--- src/rtl/dma_multich_if.sv ---
// AXI-style read/write bus bundle between the multi-channel DMA engine and memory.
// The master modport is the engine side; the slave modport is the memory side.
interface dma_multich_if #(
  parameter int ADDR_W = 32,
  parameter int DATA_W = 32
);
  logic              ar_valid;
  logic              ar_ready;
  logic [ADDR_W-1:0] ar_addr;
  logic [7:0]        ar_len;
  logic              r_valid;
  logic [DATA_W-1:0] r_data;
  logic              aw_valid;
  logic              aw_ready;
  logic [ADDR_W-1:0] aw_addr;
  logic [7:0]        aw_len;
  logic              w_valid;
  logic              w_ready;
  logic [DATA_W-1:0] w_data;
  logic              w_last;
  logic              b_valid;
  logic              b_err;

  modport master (
    output ar_valid, ar_addr, ar_len, aw_valid, aw_addr, aw_len,
           w_valid, w_data, w_last,
    input  ar_ready, r_valid, r_data, aw_ready, w_ready, b_valid, b_err
  );

  modport slave (
    input  ar_valid, ar_addr, ar_len, aw_valid, aw_addr, aw_len,
           w_valid, w_data, w_last,
    output ar_ready, r_valid, r_data, aw_ready, w_ready, b_valid, b_err
  );
endinterface

--- src/rtl/dma_multich.sv ---
// Multi-channel DMA: splits per-channel copies into 4 KB-safe INCR bursts and
// serves enabled channels round-robin, one burst per turn.
module dma_multich #(
  parameter int NUM_CH    = 2,
  parameter int ADDR_W    = 32,
  parameter int DATA_W    = 32,
  parameter int LEN_W     = 16,
  parameter int MAX_BURST = 16,
  localparam int CH_W     = (NUM_CH > 1) ? $clog2(NUM_CH) : 1
) (
  input  logic              ACLK,
  input  logic              ARESETn,
  input  logic              cfg_we,
  input  logic [CH_W-1:0]   cfg_ch,
  input  logic [1:0]        cfg_sel,
  input  logic [ADDR_W-1:0] cfg_wdata,
  dma_multich_if.master     bus,
  output logic [NUM_CH-1:0] busy,
  output logic [NUM_CH-1:0] irq,
  output logic [NUM_CH-1:0] err
);
  localparam int BSH  = $clog2(DATA_W / 8);
  localparam int BA_W = (MAX_BURST > 1) ? $clog2(MAX_BURST) : 1;

  typedef enum logic [2:0] {S_IDLE, S_AR, S_RD, S_AW, S_WR, S_B, S_UPD} state_t;

  state_t state, state_n;

  logic [ADDR_W-1:0] src [NUM_CH];
  logic [ADDR_W-1:0] dst [NUM_CH];
  logic [LEN_W-1:0]  len [NUM_CH];
  logic [NUM_CH-1:0] en, irq_r, err_r;

  logic [CH_W-1:0]   cur_ch, rr_ptr, pick_ch, cand;
  logic              pick_vld, pick_zero, cfg_locked;
  logic [8:0]        pick_beats, beats_q, idx, last_idx;
  logic [7:0]        len_q;
  logic [ADDR_W-1:0] ar_addr_q, aw_addr_q, step;
  logic [DATA_W-1:0] burst_mem [MAX_BURST];

  // Beats allowed before the shortest of: remaining length, buffer depth, or either 4 KB page end.
  function automatic logic [8:0] calc_beats(input logic [ADDR_W-1:0] s,
                                            input logic [ADDR_W-1:0] d,
                                            input logic [LEN_W-1:0]  l);
    logic [12:0] sw, dw;
    logic [31:0] m;
    sw = (13'h1000 - {1'b0, s[11:0]}) >> BSH;
    dw = (13'h1000 - {1'b0, d[11:0]}) >> BSH;
    m  = MAX_BURST;
    if ({19'd0, sw} < m) m = {19'd0, sw};
    if ({19'd0, dw} < m) m = {19'd0, dw};
    if (32'(l) < m) m = 32'(l);
    return m[8:0];
  endfunction

  function automatic logic [CH_W-1:0] ch_next(input logic [CH_W-1:0] c);
    if (int'(c) >= NUM_CH - 1) return '0;
    return c + 1'b1;
  endfunction

  // Round-robin search starting at the channel after the last one served.
  always_comb begin
    pick_vld = 1'b0;
    pick_ch  = '0;
    cand     = '0;
    for (int k = 0; k < NUM_CH; k++) begin
      cand = CH_W'((int'(rr_ptr) + k) % NUM_CH);
      if (!pick_vld && en[cand]) begin
        pick_vld = 1'b1;
        pick_ch  = cand;
      end
    end
  end

  assign pick_zero  = pick_vld && (len[pick_ch] == '0);
  assign pick_beats = calc_beats(src[pick_ch], dst[pick_ch], len[pick_ch]);
  assign last_idx   = beats_q - 9'd1;
  assign step       = ADDR_W'(beats_q) << BSH;
  assign cfg_locked = ((state != S_IDLE) && (cfg_ch == cur_ch)) ||
                      ((state == S_IDLE) && pick_vld && (cfg_ch == pick_ch));

  always_ff @(posedge ACLK or negedge ARESETn) begin
    if (!ARESETn) state <= S_IDLE;
    else          state <= state_n;
  end

  always_comb begin
    state_n = state;
    case (state)
      S_IDLE: if (pick_vld && !pick_zero)                state_n = S_AR;
      S_AR:   if (bus.ar_ready)                          state_n = S_RD;
      S_RD:   if (bus.r_valid && (idx == last_idx))      state_n = S_AW;
      S_AW:   if (bus.aw_ready)                          state_n = S_WR;
      S_WR:   if (bus.w_ready && (idx == last_idx))      state_n = S_B;
      S_B:    if (bus.b_valid)                           state_n = S_UPD;
      S_UPD:                                             state_n = S_IDLE;
      default:                                           state_n = S_IDLE;
    endcase
  end

  always_ff @(posedge ACLK or negedge ARESETn) begin
    if (!ARESETn) begin
      cur_ch    <= '0;
      rr_ptr    <= '0;
      beats_q   <= '0;
      len_q     <= '0;
      idx       <= '0;
      ar_addr_q <= '0;
      aw_addr_q <= '0;
    end else begin
      case (state)
        S_IDLE: if (pick_vld) begin
          cur_ch <= pick_ch;
          idx    <= '0;
          if (pick_zero) begin
            rr_ptr <= ch_next(pick_ch);
          end else begin
            beats_q   <= pick_beats;
            len_q     <= 8'(pick_beats - 9'd1);
            ar_addr_q <= src[pick_ch];
            aw_addr_q <= dst[pick_ch];
          end
        end
        S_RD:  if (bus.r_valid) idx <= (idx == last_idx) ? '0 : idx + 9'd1;
        S_WR:  if (bus.w_ready) idx <= idx + 9'd1;
        S_UPD: rr_ptr <= ch_next(cur_ch);
        default: ;
      endcase
    end
  end

  always_ff @(posedge ACLK) begin
    if (state == S_RD && bus.r_valid) burst_mem[idx[BA_W-1:0]] <= bus.r_data;
  end

  // Later assignments win: completion/error updates override config, irq set overrides clear.
  always_ff @(posedge ACLK or negedge ARESETn) begin
    if (!ARESETn) begin
      for (int i = 0; i < NUM_CH; i++) begin
        src[i] <= '0;
        dst[i] <= '0;
        len[i] <= '0;
      end
      en    <= '0;
      irq_r <= '0;
      err_r <= '0;
    end else begin
      if (cfg_we) begin
        if (cfg_sel == 2'd3) begin
          en[cfg_ch] <= cfg_wdata[0];
          if (cfg_wdata[1]) irq_r[cfg_ch] <= 1'b0;
        end else if (!cfg_locked) begin
          case (cfg_sel)
            2'd0:    src[cfg_ch] <= cfg_wdata;
            2'd1:    dst[cfg_ch] <= cfg_wdata;
            default: len[cfg_ch] <= cfg_wdata[LEN_W-1:0];
          endcase
        end
      end
      if (state == S_IDLE && pick_zero) begin
        irq_r[pick_ch] <= 1'b1;
        en[pick_ch]    <= 1'b0;
      end
      // Channel state is settled on the write response so irq is visible the next cycle.
      if (state == S_B && bus.b_valid) begin
        if (bus.b_err) begin
          err_r[cur_ch] <= 1'b1;
          irq_r[cur_ch] <= 1'b1;
          en[cur_ch]    <= 1'b0;
        end else begin
          src[cur_ch] <= src[cur_ch] + step;
          dst[cur_ch] <= dst[cur_ch] + step;
          len[cur_ch] <= len[cur_ch] - LEN_W'(beats_q);
          if (len[cur_ch] == LEN_W'(beats_q)) begin
            irq_r[cur_ch] <= 1'b1;
            en[cur_ch]    <= 1'b0;
          end
        end
      end
    end
  end

  always_comb begin
    for (int i = 0; i < NUM_CH; i++) busy[i] = en[i] && (len[i] != '0);
  end

  assign irq          = irq_r;
  assign err          = err_r;
  assign bus.ar_valid = (state == S_AR);
  assign bus.ar_addr  = ar_addr_q;
  assign bus.ar_len   = len_q;
  assign bus.aw_valid = (state == S_AW);
  assign bus.aw_addr  = aw_addr_q;
  assign bus.aw_len   = len_q;
  assign bus.w_valid  = (state == S_WR);
  assign bus.w_data   = (state == S_WR) ? burst_mem[idx[BA_W-1:0]] : '0;
  assign bus.w_last   = (state == S_WR) && (idx == last_idx);
endmodule

--- src/flat_wrapper.sv ---
// flat-port wrapper written by rule: the top's interface ports become plain ports
module dma_multich_flat 
#(
  parameter int NUM_CH    = 2,
  parameter int ADDR_W    = 32,
  parameter int DATA_W    = 32,
  parameter int LEN_W     = 16,
  parameter int MAX_BURST = 16,
  localparam int CH_W     = (NUM_CH > 1) ? $clog2(NUM_CH) : 1
)
  (ACLK, ARESETn, cfg_we, cfg_ch, cfg_sel, cfg_wdata, busy, irq, err, bus_ar_valid, bus_ar_addr, bus_ar_len, bus_aw_valid, bus_aw_addr, bus_aw_len, bus_w_valid, bus_w_data, bus_w_last, bus_ar_ready, bus_r_valid, bus_r_data, bus_aw_ready, bus_w_ready, bus_b_valid, bus_b_err);
  dma_multich_if #(.ADDR_W(ADDR_W), .DATA_W(DATA_W)) bus_i ();
  input  logic ACLK;
  input  logic ARESETn;
  input  logic cfg_we;
  input  logic [CH_W-1:0] cfg_ch;
  input  logic [1:0] cfg_sel;
  input  logic [ADDR_W-1:0] cfg_wdata;
  output logic [NUM_CH-1:0] busy;
  output logic [NUM_CH-1:0] irq;
  output logic [NUM_CH-1:0] err;
  output wire logic [$bits(bus_i.ar_valid)-1:0] bus_ar_valid;
  output wire logic [$bits(bus_i.ar_addr)-1:0] bus_ar_addr;
  output wire logic [$bits(bus_i.ar_len)-1:0] bus_ar_len;
  output wire logic [$bits(bus_i.aw_valid)-1:0] bus_aw_valid;
  output wire logic [$bits(bus_i.aw_addr)-1:0] bus_aw_addr;
  output wire logic [$bits(bus_i.aw_len)-1:0] bus_aw_len;
  output wire logic [$bits(bus_i.w_valid)-1:0] bus_w_valid;
  output wire logic [$bits(bus_i.w_data)-1:0] bus_w_data;
  output wire logic [$bits(bus_i.w_last)-1:0] bus_w_last;
  input wire logic [$bits(bus_i.ar_ready)-1:0] bus_ar_ready;
  input wire logic [$bits(bus_i.r_valid)-1:0] bus_r_valid;
  input wire logic [$bits(bus_i.r_data)-1:0] bus_r_data;
  input wire logic [$bits(bus_i.aw_ready)-1:0] bus_aw_ready;
  input wire logic [$bits(bus_i.w_ready)-1:0] bus_w_ready;
  input wire logic [$bits(bus_i.b_valid)-1:0] bus_b_valid;
  input wire logic [$bits(bus_i.b_err)-1:0] bus_b_err;
  assign bus_ar_valid = bus_i.ar_valid;
  assign bus_ar_addr = bus_i.ar_addr;
  assign bus_ar_len = bus_i.ar_len;
  assign bus_aw_valid = bus_i.aw_valid;
  assign bus_aw_addr = bus_i.aw_addr;
  assign bus_aw_len = bus_i.aw_len;
  assign bus_w_valid = bus_i.w_valid;
  assign bus_w_data = bus_i.w_data;
  assign bus_w_last = bus_i.w_last;
  assign bus_i.ar_ready = bus_ar_ready;
  assign bus_i.r_valid = bus_r_valid;
  assign bus_i.r_data = bus_r_data;
  assign bus_i.aw_ready = bus_aw_ready;
  assign bus_i.w_ready = bus_w_ready;
  assign bus_i.b_valid = bus_b_valid;
  assign bus_i.b_err = bus_b_err;
  dma_multich #(.NUM_CH(NUM_CH), .ADDR_W(ADDR_W), .DATA_W(DATA_W), .LEN_W(LEN_W), .MAX_BURST(MAX_BURST)) u_core (.ACLK(ACLK), .ARESETn(ARESETn), .cfg_we(cfg_we), .cfg_ch(cfg_ch), .cfg_sel(cfg_sel), .cfg_wdata(cfg_wdata), .bus(bus_i), .busy(busy), .irq(irq), .err(err));
endmodule
--- config.mk ---
export PLATFORM = sky130hd
export DESIGN_NAME = dma_multich_flat
export DESIGN_NICKNAME = d
export VERILOG_FILES = /design/src/rtl/dma_multich_if.sv /design/src/rtl/dma_multich.sv /design/src/flat_wrapper.sv
export SDC_FILE = /design/constraint.sdc
export NUM_CORES = 1
export LEC_CHECK = 0
export BUFFER_PORTS_ARGS = -buffer_cell sky130_fd_sc_hd__buf_2
export CAP_MARGIN = 20
export CELL_PAD_IN_SITES_DETAIL_PLACEMENT = 2
export CELL_PAD_IN_SITES_GLOBAL_PLACEMENT = 2
export CORE_MARGIN = 2
export CORE_UTILIZATION = 45
export CTS_BUF_LIST = sky130_fd_sc_hd__clkbuf_16
export DETAILED_ROUTE_END_ITERATION = 8
export GPL_TIMING_DRIVEN = 0
export PLACE_DENSITY = 0.86
export SLEW_MARGIN = 20
export SYNTH_ARGS = -nofsm -noshare
export SYNTH_HDL_FRONTEND = slang
export SYNTH_SLANG_ARGS = --single-unit
export TNS_END_PERCENT = 100
--- constraint.sdc ---
create_clock -name ACLK -period 17.9 [get_ports ACLK]
set_input_delay 1.79 -clock ACLK [delete_from_list [all_inputs] [get_ports ACLK]]
set_output_delay 1.79 -clock ACLK [all_outputs]
set_load 0.05 [all_outputs]
==> load_flow_metrics.sql <==
INSERT INTO impl_metrics (metric_group, metric, value, unit) VALUES
('power', 'total_power', '7.81', 'mW'),
('detailed_routing', 'routed_wire_length_per_instance', '35.5', 'microns'),
('power', 'p_switching', '3.44', 'mW'),
('yosys', 'netlist_area', '36600', 'sq um'),
('global_routing', 'wire_length_of_the_first_global_routing_pass', '215000', 'microns'),
('worst_setup_path', 'cp_slowest_stage_delay', '0.88', 'ns'),
('finish', 'final_cells', '4213', ''),
('sta', 'report.final.slew_viol_count', '0', ''),
('global_routing', 'grt_pass1_vias', '29900', ''),
('detailed_routing', 'drt-initial-drc-count', '2606', ''),
('yosys', 'ys_top_cells_by_area', 'sky130_fd_sc_hd__edfxtp_1, sky130_fd_sc_hd__dfrtp_1, sky130_fd_sc_hd__mux4_2', ''),
('yosys', 'synth_enable_flop_cells', '512', ''),
('yosys', 'synth_top_area_share', '42.1', '%'),
('sta', 'layout_worst_path_cycle_share', '50.5', '%'),
('finish', 'final_core_util', '52.7', '%'),
('global_routing', 'grt_max_degree', '94', ''),
('sta', 'hold_ws', '0.473', 'ns'),
('yosys', 'yosysTopAreaCell', 'sky130_fd_sc_hd__edfxtp_1', ''),
('power', 'power_density', '184', 'nW/um^2'),
('yosys', 'netlist-cell-type-count', '75', ''),
('detailed_routing', 'ant_nets', '0', ''),
('finish', 'drive_gt1_share', '22.2', '%'),
('power', 'internal_power', '4.36', 'mW'),
('sta', 'totalNegativeSetupSlack', '0', 'ns'),
('cts', 'h_tree_levels', '3', ''),
('cts', 'clkSlewWorstSetupHoldPaths', '0.06', 'ns'),
('sta', 'clock-skew-final', '0.0714', 'ns'),
('power', 'power_switching_share', '44.1', '%'),
('worst_setup_path', 'worst_path_max_delay_cell', 'sky130_fd_sc_hd__buf_1', ''),
('sta', 'finalWorstPathRequiredPeriod', '9.03', 'ns'),
('power', 'share_clk_of_total_power', '22.3', '%'),
('global_routing', 'initial_antenna_violation_count', '11', ''),
('yosys', 'synth_seq_cells', '773', ''),
('worst_setup_path', 'worst_ep_required_time', '18.42', 'ns'),
('cts', 'worstSkewPairLatency', '0.71', 'ns'),
('worst_setup_path', 'timing.critical_path.from_type', 'register', ''),
('yosys', 'share_of_async_settable_or_async_resettable_flops_after_synthesis', '33.8', '%'),
('yosys', 'synth_cells', '2753', ''),
('detailed_routing', 'vias', '27200', ''),
('yosys', 'dominantRegCellSynth', 'sky130_fd_sc_hd__edfxtp_1', ''),
('cts', 'postCtsResizedCells', '0', ''),
('cts', 'cts.path.max_buffers', '3', ''),
('worst_setup_path', 'critPathMostFrequentCell', 'sky130_fd_sc_hd__a21oi_1', ''),
('cts', 'root_cell_of_the_clock_tree', 'sky130_fd_sc_hd__clkbuf_16', ''),
('detailed_routing', 'detail_route.first_pass.iterations', '5', ''),
('power', 'power_leakage', '15.7', 'nW'),
('detailed_routing', 'routed_via_density', '6.46', ''),
('floorplanning', 'fp.dieH', '289', 'microns'),
('worst_setup_path', 'worst-path-max-fanout', '10', ''),
('cts', 'cts_tree', 'done', ''),
('place', 'placed_instance_count', '4050', ''),
('finish', 'nFillCells', '7520', ''),
('floorplanning', 'dieWidth', '289', 'microns'),
('floorplanning', 'number_of_primary_i_o_pins', '198', ''),
('floorplanning', 'fp.dieArea', '83500', 'sq um'),
('floorplanning', 'core', '80400', 'sq um'),
('run_status', 'status', 'completed', ''),
('sta', 'timing.max_slew.rel_slack', '24.1', '%'),
('worst_setup_path', 'worstSetupEndpointType', 'register', ''),
('power', 'seqPwrFrac', '33.4', '%'),
('place', 'gp_congestion', '0.897', ''),
('job', 'cap_viol_max_count', '0', ''),
('power', 'power.ir.vdd_worst', '0.112', 'mV'),
('place', 'dp_hpwl', '102000', 'microns'),
('cts', 'cts.sink_count', '773', ''),
('detailed_routing', 'drc_errors', '0', ''),
('sta', 'tightestPinTransition', '1.14', 'ns'),
('worst_setup_path', 'crit_type', 'reg2reg', ''),
('floorplanning', 'fp-row-count', '104', ''),
('yosys', 'avgSynthCellArea', '13.3', 'sq um'),
('finish', 'layout.nets', '3211', '');
==> flip-flops by register name (all words and copies together) (netlist names), 2 cells and up <==
name and count:
u_core.bus.ar_len 8, u_core.bus.aw_addr 32, u_core.dst 64, u_core.bus.ar_addr 32
u_core.idx 9, u_core.burst_mem 512, u_core.irq 2, u_core.en 2
u_core.err 2, u_core.src 64, u_core.beats_q 9, u_core.len 32
u_core.state 3
==> metal layers <==
metal	wire [microns]	up-vias	track usage, %
met1	55400	14400	43.6
li1	-	10900	-
met2	76700	1438	63.7
met3	9250	443	5.22
met5	70	-	0
met4	8010	10	17.4
==> layout by cell type, fill, tap and decap left out, types with 102 or more instances in the layout <==
master,count
sky130_fd_sc_hd__edfxtp_1,512
sky130_fd_sc_hd__mux2i_1,113
sky130_fd_sc_hd__clkbuf_1,102
sky130_fd_sc_hd__buf_2,208
sky130_fd_sc_hd__nor2_1,144
sky130_fd_sc_hd__mux4_2,160
sky130_fd_sc_hd__dfrtp_1,261
sky130_fd_sc_hd__mux2_2,112
sky130_fd_sc_hd__nand2_1,370
sky130_fd_sc_hd__o21ai_0,190
==> per-stage QoR <==
stage	cell area, sq um	setup slack [ns]
finish	42400	8.87
global route	42400	8.45
detailed placement	39600	9.08
CTS	42300	9.00
global placement	38900	9.31
floorplan	36600	11.74
==> power by group through the flow <==
stage	Sequential [mW]	Clock (mW)	Combinational [mW]
6_report	2.60	1.74	3.46
2_1_floorplan	2.76	0	2.05
3_5_place_dp	2.62	0	3.35
5_1_grt	2.63	1.81	3.71
3_3_place_gp	2.59	0	3.12
4_1_cts	2.59	1.75	3.43
==> critical path: cells and delay by family, from the launching register on <==
| kind | cells | cell delay [ns] |
|---|---|---|
| compound gates | 12 | 2.86 |
| xor+xnor | 2 | 0.39 |
| fa+ha+maj | 3 | 0.97 |
| buf+inv | 7 | 2.16 |
| flops | 1 | 0.56 |
| mux | 1 | 0.71 |
| simple gates | 8 | 1.20 |
==> cell usage after synthesis (all sizes together) (3+ instances only) <==
library cell,instances
buf,49
a21oi,73
o21ai,196
mux2i,113
nor2b,17
o21bai,4
o21a,14
xnor2,72
clkbuf,109
or4,6
o31ai,5
inv,58
a31oi,64
ha,52
edfxtp,512
a41oi,3
and3,6
nor4,17
nand3,39
nor2,157
a21o,7
a2111oi,4
mux2,113
a21boi,5
or2,5
nand2b,23
nand2,371
nor3,43
dfrtp,261
or3,7
nand4,20
fa,3
a211oi,31
o22ai,7
xor2,30
a22oi,3
mux4,160
o211ai,4
and2,59
o31a,3
==> area by class of cell <==
cell class              instances  area, sq um  share of cell area (%)
inverters                      58          218                   0.514
multi-input cells            1769        13900                    32.8
flip-flops and latches        773        21900                    51.7
well taps                    1060         1330                    3.13
diodes                          3         7.51                  0.0177
plain buffers                 158          693                    1.64
repair buffers                234         1620                    3.83
clock buffers                  86         2150                    5.08
clock inverters                72          536                    1.26
==> logic make-up (layout without fill, tap and decap cells) <==
logic type / Yosys count / in the layout / synth area share [%]
AOI/OAI and AO/OA: 439 / 439 / 7.16
xor gates and xnor gates: 102 / 102 / 2.44
adders and majority gates: 55 / 55 / 1.94
buffers and inverters: 216 / 608 / 2.45
DFF: 773 / 773 / 59.9
muxes: 386 / 386 / 16.4
other: 1 / 9 / 0.0103
and+or+nand+nor: 781 / 781 / 9.63
==> final timing paths <==
| check | startpoint | to | slack, ns | cells past startpoint |
|---|---|---|---|---|
| setup / recovery | u_core.en[0] | u_core.bus.ar_len[4] | 8.87 | 33 |
| hold / removal | u_core.bus.aw_addr[4] | u_core.bus.aw_addr[4] | 0.47 | 2 |
| setup reg to reg | u_core.en[0] | u_core.bus.ar_len[4] | 8.87 | 33 |
| hold reg to reg | u_core.bus.aw_addr[4] | u_core.bus.aw_addr[4] | 0.47 | 2 |
| max in group asynchronous | ARESETn | u_core.bus.aw_addr[25] | 15.66 | 3 |
| min in group asynchronous | ARESETn | u_core.idx[2] | 1.02 | 1 |
Power figures use the tool's default switching activity.
